**config.mk**
```make
export PLATFORM = sky130hd
export DESIGN_NAME = bitblade_pp_accumulator
export DESIGN_NICKNAME = d
export VERILOG_FILES = /design/src/rtl/bitblade_pkg.sv /design/src/rtl/bitblade_pp_align.sv /design/src/rtl/bitblade_pp_accumulator.sv
export SDC_FILE = /design/constraint.sdc
export NUM_CORES = 1
export LEC_CHECK = 0
export ABC_AREA = 1
export ABC_CLOCK_PERIOD_IN_PS = 4650
export CAP_MARGIN = 20
export CORE_MARGIN = 3
export CORE_UTILIZATION = 50
export CTS_CLUSTER_SIZE = 28
export DETAILED_ROUTE_END_ITERATION = 7
export PLACE_DENSITY = 0.73
export RECOVER_POWER = 100
export SLEW_MARGIN = 10
export SYNTH_ARGS = -nofsm -noshare
export SYNTH_HDL_FRONTEND = slang
export SYNTH_SLANG_ARGS = --single-unit
```
**constraint.sdc**
```tcl
create_clock -name clk -period 4.65 [get_ports clk]
set_input_delay 0.6975 -clock clk [delete_from_list [all_inputs] [get_ports clk]]
set_output_delay 0.6975 -clock clk [all_outputs]
set_load 0.005 [all_outputs]
```
**src/rtl/bitblade_pkg.sv**
```systemverilog
// Shared types and helpers for the BitBlade slice-pair accumulator: precision codes,
// FSM states and the slice-count lookup used to sequence slice pairs.
package bitblade_pkg;

   typedef enum logic [1:0] {
      PREC_2B = 2'd0,
      PREC_4B = 2'd1,
      PREC_8B = 2'd2
   } prec_e;

   typedef enum logic [1:0] {
      IDLE = 2'd0,
      ACC  = 2'd1,
      DONE = 2'd2
   } state_e;

   // Code 3 is not a legal precision; it is folded onto 8b.
   function automatic prec_e decode_prec(input logic [1:0] code);
      case (code)
         2'd0:    return PREC_2B;
         2'd1:    return PREC_4B;
         default: return PREC_8B;
      endcase
   endfunction

   function automatic logic [2:0] slices(input prec_e p);
      case (p)
         PREC_2B: return 3'd1;
         PREC_4B: return 3'd2;
         default: return 3'd4;
      endcase
   endfunction

   function automatic logic [1:0] last_slice(input prec_e p);
      return 2'(slices(p) - 3'd1);
   endfunction

endpackage

```
**src/rtl/bitblade_pp_align.sv**
```systemverilog
// Sign-extends one 6-bit partial product to accumulator width and weights it by
// 2^(2*(i_idx+w_idx)) so it can be added straight into the running sum.
module bitblade_pp_align #(
   parameter int ACC_W = 32
) (
   input  logic [5:0]       pp,
   input  logic [1:0]       i_idx,
   input  logic [1:0]       w_idx,
   output logic [ACC_W-1:0] term
);

   logic [3:0]       shamt;
   logic [ACC_W-1:0] ext;

   assign shamt = ({2'b00, i_idx} + {2'b00, w_idx}) << 1;
   assign ext   = {{(ACC_W-6){pp[5]}}, pp};
   assign term  = ext << shamt;

endmodule

```
**src/rtl/bitblade_pp_accumulator.sv**
```systemverilog
// Consumer end of the 2b x 2b multiplier array: walks slice pairs (i inner, w outer) per
// element, accumulates aligned partial products and returns one result per job.
module bitblade_pp_accumulator
   import bitblade_pkg::*;
#(
   parameter int ACC_W = 32,
   parameter int LEN_W = 8
) (
   input  logic             clk,
   input  logic             rst_n,
   input  logic             start,
   input  logic [1:0]       cfg_prec_i,
   input  logic [1:0]       cfg_prec_w,
   input  logic [LEN_W-1:0] cfg_len,
   input  logic             pp_valid,
   output logic             pp_ready,
   input  logic [5:0]       pp,
   output logic [1:0]       i_idx,
   output logic [1:0]       w_idx,
   output logic             sign_i,
   output logic             sign_w,
   output logic             res_valid,
   input  logic             res_ready,
   output logic [ACC_W-1:0] res,
   output logic             busy,
   output logic [1:0]       state_o
);

   // Handshakes: a transfer happens on a rising edge where valid and ready are both high;
   // a valid source holds its payload stable until that edge, ready may change freely.

   state_e           state_q, state_d;
   prec_e            prec_i_q, prec_w_q;
   logic [LEN_W-1:0] len_q, elem_q;
   logic [1:0]       i_idx_q, w_idx_q;
   logic             first_q;
   logic [ACC_W-1:0] acc_q, acc_d, term;
   logic             beat, last_i, last_w, last_elem, last_beat;

   assign beat      = (state_q == ACC) && pp_valid;
   assign last_i    = (i_idx_q == last_slice(prec_i_q));
   assign last_w    = (w_idx_q == last_slice(prec_w_q));
   assign last_elem = (elem_q == len_q);
   assign last_beat = beat && last_i && last_w && last_elem;

   bitblade_pp_align #(.ACC_W(ACC_W)) u_align (
      .pp    (pp),
      .i_idx (i_idx_q),
      .w_idx (w_idx_q),
      .term  (term)
   );

   // The previous result stays visible until the first beat of the next job replaces it.
   assign acc_d = first_q ? term : (acc_q + term);

   always_ff @(posedge clk or negedge rst_n) begin
      if (!rst_n) state_q <= IDLE;
      else        state_q <= state_d;
   end

   always_comb begin
      state_d = state_q;
      case (state_q)
         IDLE:    if (start)     state_d = ACC;
         ACC:     if (last_beat) state_d = DONE;
         DONE:    if (res_ready) state_d = IDLE;
         default:                state_d = IDLE;
      endcase
   end

   always_comb begin
      pp_ready  = (state_q == ACC);
      res_valid = (state_q == DONE);
      busy      = (state_q != IDLE);
      sign_i    = pp_ready && last_i;
      sign_w    = pp_ready && last_w;
      i_idx     = i_idx_q;
      w_idx     = w_idx_q;
      res       = acc_q;
      state_o   = state_q;
   end

   always_ff @(posedge clk or negedge rst_n) begin
      if (!rst_n) begin
         prec_i_q <= PREC_2B;
         prec_w_q <= PREC_2B;
         len_q    <= '0;
         elem_q   <= '0;
         i_idx_q  <= '0;
         w_idx_q  <= '0;
         first_q  <= 1'b0;
         acc_q    <= '0;
      end else if (state_q == IDLE && start) begin
         prec_i_q <= decode_prec(cfg_prec_i);
         prec_w_q <= decode_prec(cfg_prec_w);
         len_q    <= cfg_len;
         elem_q   <= '0;
         i_idx_q  <= '0;
         w_idx_q  <= '0;
         first_q  <= 1'b1;
      end else if (beat) begin
         acc_q   <= acc_d;
         first_q <= 1'b0;
         if (last_i) begin
            i_idx_q <= '0;
            if (last_w) begin
               w_idx_q <= '0;
               elem_q  <= elem_q + LEN_W'(1);
            end else begin
               w_idx_q <= w_idx_q + 2'd1;
            end
         end else begin
            i_idx_q <= i_idx_q + 2'd1;
         end
      end
   end

endmodule

```
==> results.sh <==
export IMPL_dp_hpwl_um=11100
export IMPL_min_from="len_q[5]"
export IMPL_cts_tree="built"
export IMPL_synth_warnings=0
export IMPL_core_um2=10600
export IMPL_cp_start_kind="flip-flop"
export IMPL_drt_wirelength_per_cell_um=13.2
export IMPL_synthAdderAreaFrac=0.0835
export IMPL_r2r_end="res[20]"
export IMPL_cp_required_ns=4.95
export IMPL_rr_worst_depth=16
export IMPL_htreeDepth=3
export IMPL_grt_pass1_wl_um=24700
export IMPL_drive_gt1_frac=0.0510
export IMPL_min_period_ns=3.59
export IMPL_start_util=0.526
export IMPL_seqCellArea_um2=1480
export IMPL_clk_latency_ns=0.37
export IMPL_synth_cell_types=47
export IMPL_min_to="len_q[5]"
export IMPL_synth_cell_area_um2=5570
export IMPL_die_w_um=112
export IMPL_die_area_um2=12400
export IMPL_setup_violations=0
export IMPL_synthCells=893
export IMPL_synthMuxAreaShare=0.00180
export IMPL_multi_input_area_um2=3350
export IMPL_cts_buffers_inserted=9
export IMPL_cts_buffer_depth=2
export IMPL_synthXorXnorAreaFrac=0.0393
export IMPL_fin_crit_sh=0.773
export IMPL_grt_ovfl_total=0
export IMPL_vias_per_cell=5.04
export IMPL_io_pins=66
export IMPL_grt_max_degree=60
export IMPL_avgSynthCellArea_um2=6.24
export IMPL_slew_headroom=-1.17
export IMPL_cp_arrival_ns=3.89
export IMPL_timing_fmax_ghz=0.278
export IMPL_synth_compound_area_frac=0.111
export IMPL_cts_root_buffer="clkbuf_8"
export IMPL_yosys_register_bits=59
export IMPL_chipHeight_um=112
export IMPL_ant_nets=0
export IMPL_hold_depth=2
export IMPL_synth_top_family_by_area="simple AND/OR/NAND/NOR gates"
export IMPL_finClkSkew_ns=0.00904
export IMPL_holdBufCountCts=0
export IMPL_synth_sequential_area_ratio=0.265
export IMPL_gp_congestion=0.927
export IMPL_n_antenna_cell=0
export IMPL_cts_resized=0
export IMPL_reg2reg_from="w_idx[0]"
export IMPL_drt_iter0_drc=324
export IMPL_path_class="reg -> reg"
export IMPL_cts_sinks=59
export IMPL_reg2reg_slack_ns=1.06
export IMPL_crit_fanout=10
export IMPL_synth_simple_area_share=0.379
export IMPL_drt_first_pass_iters=5
export IMPL_syn_nets=952
export IMPL_tightestPinTransition_ns=3.25
export IMPL_cp_end_kind="flip-flop"
export IMPL_grt_pass1_vias=5203
export IMPL_clk_pin_slew_ns=0.07
export IMPL_port_buffers=65
export IMPL_violations="max-capacitance violations, max-slew violations"
export IMPL_tns_ns=0
export IMPL_post_cts_setup_buffers=0
export IMPL_outcome="complete, but fails checks"
export IMPL_antenna_found_initial=0
export IMPL_holdCritPathClass="reg -> reg"
export IMPL_max_cap_violations=1
export IMPL_area_growth_pct=16.1
export IMPL_maxSlewViolCount=60
export IMPL_finalHoldViolCount=0
export IMPL_wl_um=14500
export IMPL_nets=1015
export IMPL_rsz0062_at_grt="no"
export IMPL_drcViolationCount=0
export IMPL_rows=37
export IMPL_num_vias=5529
export IMPL_nFillCells=1061
export IMPL_grt_use_total=0.243
export IMPL_worstSetupStartpoint="w_idx[0]"
==> how the worst max path moves through the flow <==
stage               slack [ns]  cells past startpoint      end
finish                    1.06                     16  res[20]
global route              0.70                     18  res[22]
CTS                       1.14                     16  res[16]
detailed placement        1.09                     18  res[22]
global placement          1.09                     18  res[23]
floorplan                 1.73                     17  res[16]
==> metal layers <==
layer  up-vias  wire (um)  share of wire  track usage
met5         -          0              0            0
met4         0        276          0.019       0.0908
met1      2473       6960           0.48        0.332
met2       134       6460           0.45        0.387
met3        18        804          0.055       0.0408
li1       2904          -              -            -
==> stage by stage <==
step,area (um2),worst slack [ns],utilization,instances,hold WS (ns)
global route,6470,0.696,0.610,1097,0.522
floorplan,5570,1.73,-,893,0.402
detailed placement,6310,1.09,0.595,1079,0.485
CTS,6520,1.14,0.615,1095,0.498
finish,6470,1.06,0.610,1097,0.497
global placement,6310,1.09,0.595,1079,0.484
==> logic make-up (layout without fill, tap and decap cells) <==
group	count (synthesis)	count (layout)
simple gates	491	491
buf+inv	171	239
compound gates	110	110
flops	59	59
fa+ha+maj	36	36
xor+xnor	25	25
mux	1	1
==> cell usage in the layout, fill, tap and decap left out, types with 2 or more instances in the layout <==
master	instances
o21ai_1	7
fa_1	2
nand2_1	325
o211ai_1	6
or2_2	14
nand3b_1	2
and3_1	3
nor2_4	2
nor2_2	3
xnor2_1	8
o21ai_0	35
o21bai_1	2
a21oi_1	43
inv_1	147
dfrtp_1	59
nand4_1	5
clkbuf_8	11
nor3_1	7
buf_4	3
a21boi_0	6
nor4_1	2
clkdlybuf4s50_1	20
inv_2	5
nor2_1	68
ha_1	34
a21boi_1	3
dlygate4sd3_1	44
xor2_1	17
nand3_1	53
or2_1	2
clkinvlp_4	3
==> flip-flops by register name, summed over array words and instances (netlist names) <==
signal,count
res,32
elem_q,8
len_q,8
i_idx,2
prec_i_q,2
prec_w_q,2
state_o,2
w_idx,2
first_q,1
==> synth_stat cells (all sizes together) <==
master / n / share of area
o21a: 1 / 0.0013
and3: 3 / 0.0034
o21bai: 2 / 0.0027
a22o: 1 / 0.0016
nor4: 3 / 0.0045
nand3: 53 / 0.054
ha: 34 / 0.076
a2bb2oi: 1 / 0.0016
o32ai: 1 / 0.0016
o31ai: 1 / 0.0013
nand3b: 2 / 0.0027
or2: 17 / 0.019
a21oi: 44 / 0.040
a21o: 1 / 0.0013
clkbuf: 5 / 0.0040
xor2: 17 / 0.027
nand4: 5 / 0.0056
and2: 1 / 0.0011
fa: 2 / 0.0072
nand2: 326 / 0.22
nor3b: 1 / 0.0022
buf: 13 / 0.014
nor3: 7 / 0.0083
o211ai: 6 / 0.0081
a31oi: 1 / 0.0011
o21ai: 42 / 0.038
mux2i: 1 / 0.0018
nor2: 73 / 0.054
inv: 153 / 0.10
dfrtp: 59 / 0.26
xnor2: 8 / 0.013
a21boi: 9 / 0.012
==> worst max-delay path, stage by stage, from the launching register on <==
cell	delay (ns)
dfrtp_1	0.44
ha_1	0.22
fa_1	0.66
inv_1	0.17
nand3_1	0.13
nor2_1	0.07
ha_1	0.27
fa_1	0.48
nand3_1	0.12
nand3_1	0.15
nand3_1	0.11
nand3_1	0.15
nand3_1	0.16
nand2_1	0.07
nand2_1	0.05
nand3_1	0.10
a21oi_1	0.16
==> layout make-up <==
class	count	share of cell area
Clock buffer	11	0.0234
Clock inverter	5	0.00948
Inverter	153	0.0888
Multi-Input combinational cell	663	0.518
Sequential cell	59	0.228
Tap cell	136	0.0263
Timing Repair Buffer	70	0.106
Power is left out: the tool's default activity adds up to more than one toggle a clock period on the data nets, which glitch-free logic cannot reach.
